### src/rtl/dmem_arbiter.sv
// dmem_arbiter: shares the DataMem port between the CPU load/store path and a DMA master
//   CPU has priority; a blocked DMA request is force-granted after MAX_WAIT cycles and
//   then owns the bus for at most BURST_MAX beats while the CPU is stalled.
//   i_clk, i_rst_n           clock, asynchronous active-low reset
//   i_cpu_rd/wr/addr/wdata   CPU access; o_cpu_rdata load data; o_cpu_stall freeze CPU
//   i_dma_req/we/addr/wdata  DMA beat request held until o_dma_gnt
//   o_dma_gnt                beat accepted at the closing edge of this cycle
//   o_dma_ack/o_dma_rdata    pulse and read data the cycle after an accepted beat
//   o_mem_rd/wr/addr/wdata   to DataMem; i_mem_rdata combinational read data
module dmem_arbiter #(
  parameter int AW = 32,
  parameter int DW = 32,
  parameter int MAX_WAIT = 8,
  parameter int BURST_MAX = 4
) (
  input  logic          i_clk,
  input  logic          i_rst_n,
  input  logic          i_cpu_rd,
  input  logic          i_cpu_wr,
  input  logic [AW-1:0] i_cpu_addr,
  input  logic [DW-1:0] i_cpu_wdata,
  output logic [DW-1:0] o_cpu_rdata,
  output logic          o_cpu_stall,
  input  logic          i_dma_req,
  input  logic          i_dma_we,
  input  logic [AW-1:0] i_dma_addr,
  input  logic [DW-1:0] i_dma_wdata,
  output logic          o_dma_gnt,
  output logic          o_dma_ack,
  output logic [DW-1:0] o_dma_rdata,
  output logic          o_mem_rd,
  output logic          o_mem_wr,
  output logic [AW-1:0] o_mem_addr,
  output logic [DW-1:0] o_mem_wdata,
  input  logic [DW-1:0] i_mem_rdata
);
  localparam int WW = $clog2(MAX_WAIT) + 1;
  localparam int BW = $clog2(BURST_MAX) + 1;
  typedef enum logic [1:0] {IDLE, WAIT, DMA} state_t;
  state_t        r_state, w_state_nxt;
  logic [WW-1:0] r_wait_cnt, w_wait_nxt;
  logic [BW-1:0] r_beat_cnt, w_beat_nxt, w_beat_inc;
  logic          r_dma_ack;
  logic [DW-1:0] r_dma_rdata;
  logic          w_cpu_acc, w_dma_own;
  assign w_cpu_acc   = i_cpu_rd | i_cpu_wr;
  assign w_dma_own   = r_state == DMA;
  assign w_beat_inc  = r_beat_cnt + BW'(1);
  assign o_cpu_rdata = i_mem_rdata;
  assign o_cpu_stall = w_dma_own & w_cpu_acc;
  assign o_dma_gnt   = w_dma_own & i_dma_req;
  assign o_dma_ack   = r_dma_ack;
  assign o_dma_rdata = r_dma_rdata;
  assign o_mem_rd    = w_dma_own ? i_dma_req & ~i_dma_we : i_cpu_rd;
  assign o_mem_wr    = w_dma_own ? i_dma_req & i_dma_we : i_cpu_wr;
  assign o_mem_addr  = w_dma_own ? i_dma_addr : i_cpu_addr;
  assign o_mem_wdata = w_dma_own ? i_dma_wdata : i_cpu_wdata;
  always_comb begin
    w_state_nxt = r_state;
    w_wait_nxt  = r_wait_cnt;
    w_beat_nxt  = r_beat_cnt;
    case (r_state)
      IDLE:
        if (i_dma_req) begin
          w_state_nxt = w_cpu_acc ? WAIT : DMA;
          w_wait_nxt  = w_cpu_acc ? WW'(1) : '0;
          w_beat_nxt  = '0;
        end
      WAIT:
        if (!i_dma_req) begin
          w_state_nxt = IDLE;
          w_wait_nxt  = '0;
        end else if (!w_cpu_acc || r_wait_cnt == WW'(MAX_WAIT)) begin
          w_state_nxt = DMA;
          w_wait_nxt  = '0;
          w_beat_nxt  = '0;
        end else
          w_wait_nxt = r_wait_cnt + WW'(1);
      DMA:
        if (!i_dma_req)
          w_state_nxt = IDLE;
        else begin
          w_beat_nxt = w_beat_inc;
          // burst exhausted: a still-busy CPU gets at least one cycle before the next burst
          if (w_beat_inc == BW'(BURST_MAX)) begin
            w_state_nxt = w_cpu_acc ? WAIT : IDLE;
            w_wait_nxt  = w_cpu_acc ? WW'(1) : '0;
          end
        end
      default: w_state_nxt = IDLE;
    endcase
  end
  always_ff @(posedge i_clk or negedge i_rst_n)
    if (!i_rst_n) begin
      r_state     <= IDLE;
      r_wait_cnt  <= '0;
      r_beat_cnt  <= '0;
      r_dma_ack   <= 1'b0;
      r_dma_rdata <= '0;
    end else begin
      r_state     <= w_state_nxt;
      r_wait_cnt  <= w_wait_nxt;
      r_beat_cnt  <= w_beat_nxt;
      r_dma_ack   <= o_dma_gnt;
      r_dma_rdata <= (o_dma_gnt & ~i_dma_we) ? i_mem_rdata : r_dma_rdata;
    end
endmodule
### config.mk
export PLATFORM = sky130hd
export DESIGN_NAME = dmem_arbiter
export DESIGN_NICKNAME = d
export VERILOG_FILES = /design/src/rtl/dmem_arbiter.sv
export SDC_FILE = /design/constraint.sdc
export NUM_CORES = 1
export LEC_CHECK = 0
export ABC_AREA = 1
export CAP_MARGIN = 40
export CORE_MARGIN = 8
export CORE_UTILIZATION = 30
export DETAILED_ROUTE_END_ITERATION = 10
export PLACE_DENSITY_LB_ADDON = 0.05
export SLEW_MARGIN = 10
export SYNTH_ARGS = -nofsm -noshare
export SYNTH_HDL_FRONTEND = slang
export SYNTH_SLANG_ARGS = --single-unit
export TNS_END_PERCENT = 10
### constraint.sdc
create_clock -name i_clk -period 1.8 [get_ports i_clk]
set_input_delay 0.45 -clock i_clk [delete_from_list [all_inputs] [get_ports i_clk]]
set_output_delay 0.45 -clock i_clk [all_outputs]
set_load 0.05 [all_outputs]
==> results.py, run 1 <==
metrics = {
    "place": {
        "globalplace.congestion": 0.861,
        "dpl.cell_count": 857,
        "io_buffer_count": 298,
        "dpl_worst_slack_ns": -0.208,
        "hpwlAfterDp_um": 13400,
    },
    "synth": {
        "synth_top_family_by_area": "simple AND/OR/NAND/NOR gates",
        "yosys_warnings": 0,
        "synth_xor_area_share_pct": 0.580,
        "syn-mean-instance-area_um2": 6.49,
        "synth-compound-area-share_pct": 0.995,
        "synth.cell_area_mm2": 0.00302,
        "ys_seq_elements": 42,
        "ys_seq_area_share_pct": 34.8,
        "synth-simple-area-share_pct": 46.8,
        "synth_nets": 635,
        "synth-adder-area-share_pct": 1.66,
        "synth.distinct_cells": 23,
        "muxShareOfSynthArea_pct": 0,
        "synth_area_leader_cell": "nand2_1",
        "yosys-top-cells-area": "nand2_1, dfrtp_1, buf_4",
        "netlist.area_leader.share_pct": 35.8,
        "syn_inst": 465,
    },
    "die": {
        "ios": 299,
        "die_h_um": 116,
        "start_util_pct": 30.9,
        "dieArea_mm2": 0.0135,
        "core_area_mm2": 0.00977,
        "row_count": 36,
        "die_x_um": 116,
    },
    "cells_and_area": {
        "final_cell_count_no_fill": 875,
        "design.final.nets": 910,
        "syn_to_final_growth_pct": 143,
        "layout-drive-gt1-share_pct": 33.3,
    },
    "setup_path": {
        "r2r_start": "r_state[0]",
        "worstRegToRegCells": 8,
        "critPathMaxFanout": 7,
        "ff2ff_setup_slack_ns": 0.24,
        "worst_setup_path_end_kind": "output port",
        "cp.required_ns": 1.35,
        "rr_endpoint": "o_dma_rdata[2]",
        "cp.arrival_ns": 1.54,
        "crit_type": "reg2out",
        "start_kind": "flip-flop",
    },
    "clock_network": {
        "cts_max_level": 2,
        "clock_path_buffers": 2,
        "cts_hold_buffers": 0,
        "cts.clk_slew.worst_paths_ns": 0.08,
        "cts_buffers": 5,
        "clkSinkCount": 42,
        "clk_latency_ns": 0.30,
        "cts_tree": "built",
        "root_buffer": "clkbuf_8",
    },
    "worst_hold_path": {
        "hp-class": "in2async",
    },
    "global_route": {
        "grt_max_degree": 43,
        "grtUsageTotal_pct": 22.4,
        "antenna_found_initial": 1,
        "grt_pass1_wl_um": 22900,
        "grt-ovfl-total": 0,
        "grt_pass1_vias": 4023,
    },
    "power_and_ir_drop": {
        "p_comb_share_pct": 77.1,
        "peakVddDrop_mv": 0.887,
        "powerDensity_mw_per_mm2": 1480,
        "p_clk_share_pct": 8.3,
        "swShare_pct": 51.1,
        "p_int_mw": 5.30,
        "p_total_mw": 10.8,
        "p_switching_mw": 5.54,
        "p_leak_nw": 3.59,
        "p_seq_share_pct": 14.5,
    },
    "sta": {
        "hold_viol": 0,
        "setup_viol": 68,
        "worst_pin_slew_ns": 0.526,
        "period_share_pct": 110,
        "max_slew_margin_pct": 64.9,
        "slew_violations": 0,
        "timing.fmax_ghz": 0.503,
        "whs_ns": 0.216,
        "skew_ns": 0.00487,
        "finalWorstSetupSlack_ns": -0.188,
        "rsz0062_at_grt": "yes",
        "min_period_ns": 1.99,
        "tns_ns": -7.43,
    },
    "route": {
        "ant_nets": 0,
        "drt-initial-drc-count": 203,
        "via_count": 3993,
        "wl_um": 16600,
        "via_per_inst": 4.56,
        "drtPass1Iterations": 5,
        "drcViolationCount": 0,
        "wl_per_cell_um": 19.0,
    },
    "status": {
        "outcome": "finished with violations",
        "violations": "negative setup slack",
    },
    "run": {
        "cap_violations": 0,
    },
}
## flip-flops by register name, summed over array words and instances, names as in the netlist
register	flops
o_dma_ack	1
o_dma_rdata	32
r_beat_cnt	3
r_state	2
r_wait_cnt	4
## Yosys cell counts
master,count
inv_2,2
ha_1,4
nand2_4,1
or2_2,1
xor2_1,2
nor2_2,1
nor2_1,5
nand3_1,31
dfrtp_1,42
buf_4,39
a21oi_1,1
buf_12,1
buf_2,11
clkbuf_1,2
nand3_2,9
nand2_2,1
or2_1,1
inv_1,11
nand2_1,288
o21ai_0,5
buf_6,3
nand4_1,3
nor2_4,1
## power groups by stage
stage                     combinational, mW  clock (mW)  sequential (mW)
after global routing                   8.72       0.963             1.63
final                                  8.36       0.904             1.58
after CTS                              8.17       0.924             1.58
after global placement                 7.80           0             1.56
after detailed placement               7.88           0             1.59
after floorplan                        3.06           0             2.73
## repair_timing
item,4_1_cts,5_1_grt
setup buffers,3,2
gates resized for setup,19,52
endpoints found under the setup margin,68,68
pin swaps,1,4
gates cloned,3,1
## cell families after synthesis
logic type      after synthesis
buf+inv                      69
fa+ha+maj                     4
flops                        42
compound gates                6
xor+xnor                      2
simple gates                342
## per-layer routing
metal / routed length, um / vias to the layer above / global-route usage (%)
met4: 564 / 0 / 7.09
met3: 1450 / 33 / 7.03
li1: - / 1950 / -
met2: 9020 / 173 / 42.8
met1: 5600 / 1837 / 22.4
met5: 0 / - / 0
## placed cells by master (no fill, tap or decap), drive strengths merged
master,n
dfrtp,42
diode,1
buf,158
nor2,7
clkdlybuf4s50,164
inv,12
nand4,3
nand3,40
nand2,290
o21ai,5
clkinv,2
bufbuf,1
xor2,2
a21oi,1
clkbuf,6
or2,2
ha,4
bufinv,2
## worst max-delay path by stage
stage                     from            end  slack [ns]  cells past startpoint
floorplan           r_state[1]       o_mem_rd       -0.09                      4
global placement     i_dma_req       o_mem_rd       -0.18                      6
global route        r_state[0]       o_mem_rd       -0.25                      7
CTS                 r_state[0]  o_mem_addr[1]       -0.18                      7
finish              r_state[0]       o_mem_rd       -0.19                      7
detailed placement   i_dma_req       o_mem_rd       -0.21                      6
## per-stage QoR
step / utilization, % / area, um2
3_3_place_gp: 70.1 / 6850
6_report: 75.0 / 7330
5_1_grt: 75.0 / 7330
2_1_floorplan: - / 3020
4_1_cts: 73.1 / 7150
3_5_place_dp: 70.1 / 6850
## critical path, stage by stage, from the launching register on
cell	delay (ns)
dfrtp_1	0.40
inv_2	0.11
nand2_8	0.09
buf_12	0.15
nor2_4	0.13
nand2_2	0.10
o21ai_4	0.09
buf_12	0.16
## area by class of cell
class | count | area, um2
timing repair buffer | 324 | 4220
fill | 714 | 2450
multi-input combinational | 354 | 1680
sequential | 42 | 1050
tap | 133 | 166
clock buffer | 5 | 68.8
clock inverter | 3 | 68.8
inverter | 13 | 61.3
antenna | 1 | 2.50
Power figures use the tool's default switching activity.
==> run 2: changes to the inputs <==
Settings changed: CORE_AREA set to 8 8 111 113, CORE_MARGIN 8 to not set, CORE_UTILIZATION 30 to not set, CTS_BUF_LIST set to sky130_fd_sc_hd__clkbuf_8, CTS_CLUSTER_SIZE set to 14, DIE_AREA set to 0 0 119 121.
Clock period 1.8 ns to 1.95 ns, I/O delays scaled along.
==> run 2 against run 1 <==
  * Largest cell class unchanged
  * Clock skew rose by 0.0052 ns
  * Final cell count rose by 0.69%
  * Die area rose by 6.5%
  * Highest routed layer unchanged
  * First-iteration DRC count fell by 3.4%
  * Sequential power fell by 8%
  * The run still ends with negative setup slack left
==> results.py, run 2 (synthesized netlist as in run 1, its figures left out) <==
metrics = {
    "status": {
        "outcome": "finished with violations",
        "violations": "negative setup slack",
    },
    "setup_path": {
        "r2r_start": "r_state[0]",
        "rr_endpoint": "o_dma_rdata[4]",
        "start_kind": "input port",
        "critPathMaxFanout": 2,
        "ff2ff_setup_slack_ns": 0.34,
        "cp.arrival_ns": 1.47,
        "worstRegToRegCells": 9,
        "worst_setup_path_end_kind": "output port",
        "cp.required_ns": 1.46,
        "crit_type": "in2out",
    },
    "route": {
        "drtPass1Iterations": 4,
        "wl_um": 16400,
        "via_per_inst": 4.53,
        "drcViolationCount": 0,
        "ant_nets": 0,
        "wl_per_cell_um": 18.6,
        "drt-initial-drc-count": 196,
        "via_count": 3989,
    },
    "sta": {
        "hold_viol": 0,
        "slew_violations": 0,
        "timing.fmax_ghz": 0.510,
        "setup_viol": 9,
        "min_period_ns": 1.96,
        "period_share_pct": 101,
        "rsz0062_at_grt": "yes",
        "finalWorstSetupSlack_ns": -0.0123,
        "max_slew_margin_pct": 74.1,
        "worst_pin_slew_ns": 0.389,
        "whs_ns": 0.159,
        "skew_ns": 0.0101,
    },
    "clock_network": {
        "cts_buffers": 5,
        "clk_latency_ns": 0.29,
        "clock_path_buffers": 2,
        "cts_max_level": 2,
        "cts_hold_buffers": 0,
        "clkSinkCount": 42,
        "cts.clk_slew.worst_paths_ns": 0.08,
        "cts_tree": "built",
        "root_buffer": "clkbuf_8",
    },
    "die": {
        "row_count": 38,
        "die_x_um": 119,
        "core_area_mm2": 0.0106,
        "start_util_pct": 28.5,
        "ios": 299,
        "die_h_um": 121,
        "dieArea_mm2": 0.0144,
    },
    "cells_and_area": {
        "fillers": 830,
        "design.final.nets": 908,
        "layout-drive-gt1-share_pct": 35.9,
        "final_cell_mix": "nand2_1, clkdlybuf4s50_1, buf_12, nand2_2, buf_4",
        "syn_to_final_growth_pct": 143,
        "final_common_cell": "nand2_1",
        "largest_register_ffs": 32,
    },
    "worst_hold_path": {
        "hp-class": "in2async",
    },
    "global_route": {
        "antenna_found_initial": 2,
        "grtUsageTotal_pct": 21.6,
        "grt_pass1_vias": 4119,
        "grt_pass1_wl_um": 24300,
        "grt_max_degree": 45,
        "grt-ovfl-total": 0,
    },
    "place": {
        "hpwlAfterDp_um": 13500,
        "dpl_worst_slack_ns": -0.143,
        "io_buffer_count": 298,
        "globalplace.congestion": 0.827,
    },
    "power_and_ir_drop": {
        "peakVddDrop_mv": 0.597,
        "swShare_pct": 52.4,
        "p_switching_mw": 5.11,
        "p_seq_share_pct": 14.9,
        "p_int_mw": 4.65,
        "powerDensity_mw_per_mm2": 1330,
        "p_comb_share_pct": 79.1,
        "p_leak_nw": 3.56,
        "p_clk_share_pct": 5.9,
    },
    "run": {
        "cap_violations": 0,
    },
}
-- run 2: cell count changes in the layout (fill, tap and decap cells not counted), sizes merged --
cell,change
diode,+1
buf,-2
clkinvlp,+1
clkdlybuf4s50,-2
dlygate4sd2,+1
clkbuf,+1
bufinv,-2
dlymetal6s2s,+1
-- run 2: worst max-delay path by stage --
stage               start            end  slack [ns]
6_report         i_cpu_rd       o_mem_rd       -0.01
5_1_grt        r_state[0]  o_mem_addr[6]       -0.06
4_1_cts        r_state[0]  o_mem_addr[0]       -0.02
3_5_place_dp    i_dma_req       o_mem_wr       -0.14
3_3_place_gp    i_dma_req       o_mem_rd       -0.11
2_1_floorplan  r_state[1]       o_mem_rd       -0.36
-- run 2: critical path: stages --
cell and delay (ns):
clkdlybuf4s50_1 0.48, inv_1 0.05, o21ai_0 0.15, bufbuf_16 0.30
-- run 2: power groups by stage --
| stage | clock, mW | combinational, mW | sequential, mW |
|---|---|---|---|
| after detailed placement | 0 | 7.21 | 1.48 |
| final | 0.579 | 7.72 | 1.46 |
| after global routing | 0.639 | 8.07 | 1.50 |
| after floorplan | 0 | 2.82 | 2.52 |
| after CTS | 0.598 | 7.66 | 1.46 |
| after global placement | 0 | 7.13 | 1.46 |
-- run 2: timing repair --
item / CTS / global route
setup buffers: 5 / 1
setup endpoints to repair: 68 / 67
pin swaps: 2 / 3
cloned: 2 / 1
resized for setup: 82 / 19
-- run 2: layout make-up --
type	count	area [um2]	area share [%]
Timing Repair Buffer	322	4210	57.5
Clock buffer	6	82.6	1.13
Clock inverter	2	12.5	0.171
Inverter	13	61.3	0.837
Tap cell	140	175	2.39
Sequential cell	42	1050	14.4
Antenna cell	2	5.00	0.0683
Multi-Input combinational cell	354	1720	23.5
-- run 2: through the flow --
| stage | total power [mW] | setup TNS (ns) | cell area, um2 | utilization (%) | instances |
|---|---|---|---|---|---|
| detailed placement | 8.69 | -0.802 | 6830 | 64.4 | 862 |
| finish | 9.76 | -0.0481 | 7320 | 69.1 | 881 |
| CTS | 9.71 | -0.445 | 7230 | 68.2 | 877 |
| global placement | 8.58 | -0.224 | 6830 | 64.4 | 862 |
| floorplan | 5.34 | -0.727 | 3020 | - | 465 |
| global route | 10.2 | -2.69 | 7320 | 69.1 | 881 |
-- run 2: per-layer routing --
layer / up-vias / share of wire (%) / global-route usage, %
met5: - / 0 / 0
met1: 1846 / 35 / 22.2
met3: 27 / 7.2 / 6.05
met4: 0 / 2.8 / 6.72
met2: 173 / 55 / 41.3
li1: 1943 / - / -
==> run 3: changes to the inputs <==
Settings changed: CAP_MARGIN 40 to 0, REMOVE_ABC_BUFFERS set to 1.
==> run 3 against run 2 <==
  * The run still ends with negative setup slack left
  * Clock skew rose by 0.00097 ns
  * Global-route usage fell by 0.97 points
  * Register-to-register slack barely moved
==> results.py, run 3 (synthesized netlist as in run 1, its figures left out) <==
metrics = {
    "status": {
        "outcome": "finished with violations",
        "violations": "negative setup slack",
    },
    "sta": {
        "finalWorstSetupSlack_ns": -0.0507,
        "timing.fmax_ghz": 0.500,
        "skew_ns": 0.0111,
        "min_period_ns": 2.00,
        "slew_violations": 0,
        "worst_pin_slew_ns": 0.506,
        "whs_ns": 0.156,
        "hold_viol": 0,
        "period_share_pct": 103,
        "max_slew_margin_pct": 66.2,
        "setup_viol": 55,
        "rsz0062_at_grt": "yes",
    },
    "route": {
        "drt-initial-drc-count": 207,
        "drtPass1Iterations": 4,
        "wl_um": 16200,
        "drcViolationCount": 0,
        "via_per_inst": 4.43,
        "ant_nets": 0,
        "wl_per_cell_um": 18.4,
        "via_count": 3897,
    },
    "clock_network": {
        "cts_max_level": 2,
        "clkSinkCount": 42,
        "cts_hold_buffers": 0,
        "cts_buffers": 5,
        "clock_path_buffers": 2,
        "clk_latency_ns": 0.29,
        "root_buffer": "clkbuf_8",
        "cts.clk_slew.worst_paths_ns": 0.08,
        "cts_tree": "built",
    },
    "setup_path": {
        "critPathMaxFanout": 9,
        "r2r_start": "r_state[0]",
        "slowest_delay_ns": 0.43,
        "cp.arrival_ns": 1.51,
        "slowest_stage": "dfrtp_2",
        "cp.required_ns": 1.46,
        "worst_setup_path_end_kind": "output port",
        "cp_cell_sequence": "inv_4, nand2_8, inv_12, clkbuf_16, nand2_1, nand2_2, buf_12",
        "start_kind": "flip-flop",
        "crit_type": "reg2out",
        "worstRegToRegCells": 9,
        "ff2ff_setup_slack_ns": 0.33,
        "critPathLaunch": "r_state[0]",
    },
    "place": {
        "dpl_worst_slack_ns": -0.197,
        "place_area_mm2": 0.00682,
        "globalplace.congestion": 0.839,
        "hpwlAfterDp_um": 13300,
        "io_buffer_count": 298,
    },
    "die": {
        "die_x_um": 119,
        "ios": 299,
        "row_count": 38,
        "start_util_pct": 28.5,
        "core_area_mm2": 0.0106,
        "dieArea_mm2": 0.0144,
        "die_h_um": 121,
    },
    "cells_and_area": {
        "layout-drive-gt1-share_pct": 34.5,
        "final_cell_mix": "nand2_1, clkdlybuf4s50_1, buf_12, nand2_2, buf_4",
        "n_antenna_cell": 0,
        "design.final.nets": 909,
        "syn_to_final_growth_pct": 144,
        "design_area_mm2": 0.00737,
        "final_common_cell": "nand2_1",
        "largest_register_ffs": 32,
    },
    "power_and_ir_drop": {
        "p_seq_share_pct": 14.8,
        "peakVddDrop_mv": 0.600,
        "p_total_mw": 9.85,
        "p_clk_share_pct": 5.5,
        "p_comb_share_pct": 79.7,
        "p_leak_nw": 3.59,
        "p_switching_mw": 5.16,
        "p_int_mw": 4.69,
        "powerDensity_mw_per_mm2": 1340,
        "swShare_pct": 52.4,
    },
    "run": {
        "cap_violations": 0,
    },
    "worst_hold_path": {
        "hp-class": "in2async",
    },
    "global_route": {
        "grt_pass1_wl_um": 23400,
        "grtUsageTotal_pct": 20.6,
        "grt_max_degree": 39,
        "grt-ovfl-total": 0,
        "antenna_found_initial": 1,
        "grt_pass1_vias": 4037,
    },
}
## run 3: changes by cell type in the layout (fill, tap and decap cells not counted), moves of 2 or more
| cell | before | now |
|---|---|---|
| buf_4 | 48 | 43 |
| diode_2 | 2 | 0 |
| nand2_1 | 209 | 220 |
| clkbuf_16 | 1 | 5 |
| nand2_4 | 0 | 2 |
| nand2_2 | 80 | 67 |
## run 3: routing by layer
layer / share of wire [%] / wire length [um] / track usage (%) / vias up
met2: 56 / 9020 / 39.4 / 163
met1: 35 / 5600 / 20.9 / 1773
met3: 8.3 / 1350 / 7.54 / 12
met5: 0.062 / 10 / 0 / -
met4: 1.3 / 212 / 4.43 / 2
li1: - / - / - / 1947
## run 3: per-stage QoR
step           util (%)  instances  setup TNS, ns
3_5_place_dp       64.3        859         -0.402
6_report           69.5        880          -1.23
5_1_grt            69.5        880          -5.90
4_1_cts            67.5        871         -0.971
2_1_floorplan         -        409         -43.02
3_3_place_gp       64.3        859         -0.223
## run 3: timing repair
action | in CTS | in global routing
resized for setup | 72 | 28
pin swaps | 1 | 4
gates cloned | 1 | 5
endpoints found under the setup margin | 67 | 68
buffers inserted | 3 | 4
## run 3: layout make-up
type | count | area [um2]
Clock buffer | 5 | 68.8
Fill cell | 844 | 3230
Timing Repair inverter | 1 | 8.76
Tap cell | 140 | 175
Inverter | 13 | 63.8
Clock inverter | 3 | 17.5
Sequential cell | 42 | 1050
Multi-Input combinational cell | 354 | 1710
Timing Repair Buffer | 322 | 4270
## run 3: path summary, 6_finish.rpt
| check | to |
|---|---|
| min in group i_clk | o_dma_rdata[14] |
| hold / removal | o_dma_rdata[14] |
| setup reg to reg | r_state[1] |
| max in group asynchronous | o_dma_rdata[0] |
| setup / recovery | o_mem_addr[22] |
| hold reg to reg | o_dma_rdata[14] |
## run 3: power by group through the flow
stage | combinational (mW) | clock [mW] | sequential [mW]
finish | 7.85 | 0.541 | 1.46
global route | 8.19 | 0.609 | 1.51
global placement | 7.20 | 0 | 1.45
CTS | 7.63 | 0.553 | 1.47
detailed placement | 7.28 | 0 | 1.48
floorplan | 2.51 | 0 | 2.52
## run 3: critical path, delay by kind of cell, from the launching register on
kind	cells	cell delay, ns
buffers and inverters	4	0.52
flip-flops	1	0.43
AND/OR/NAND/NOR	3	0.26
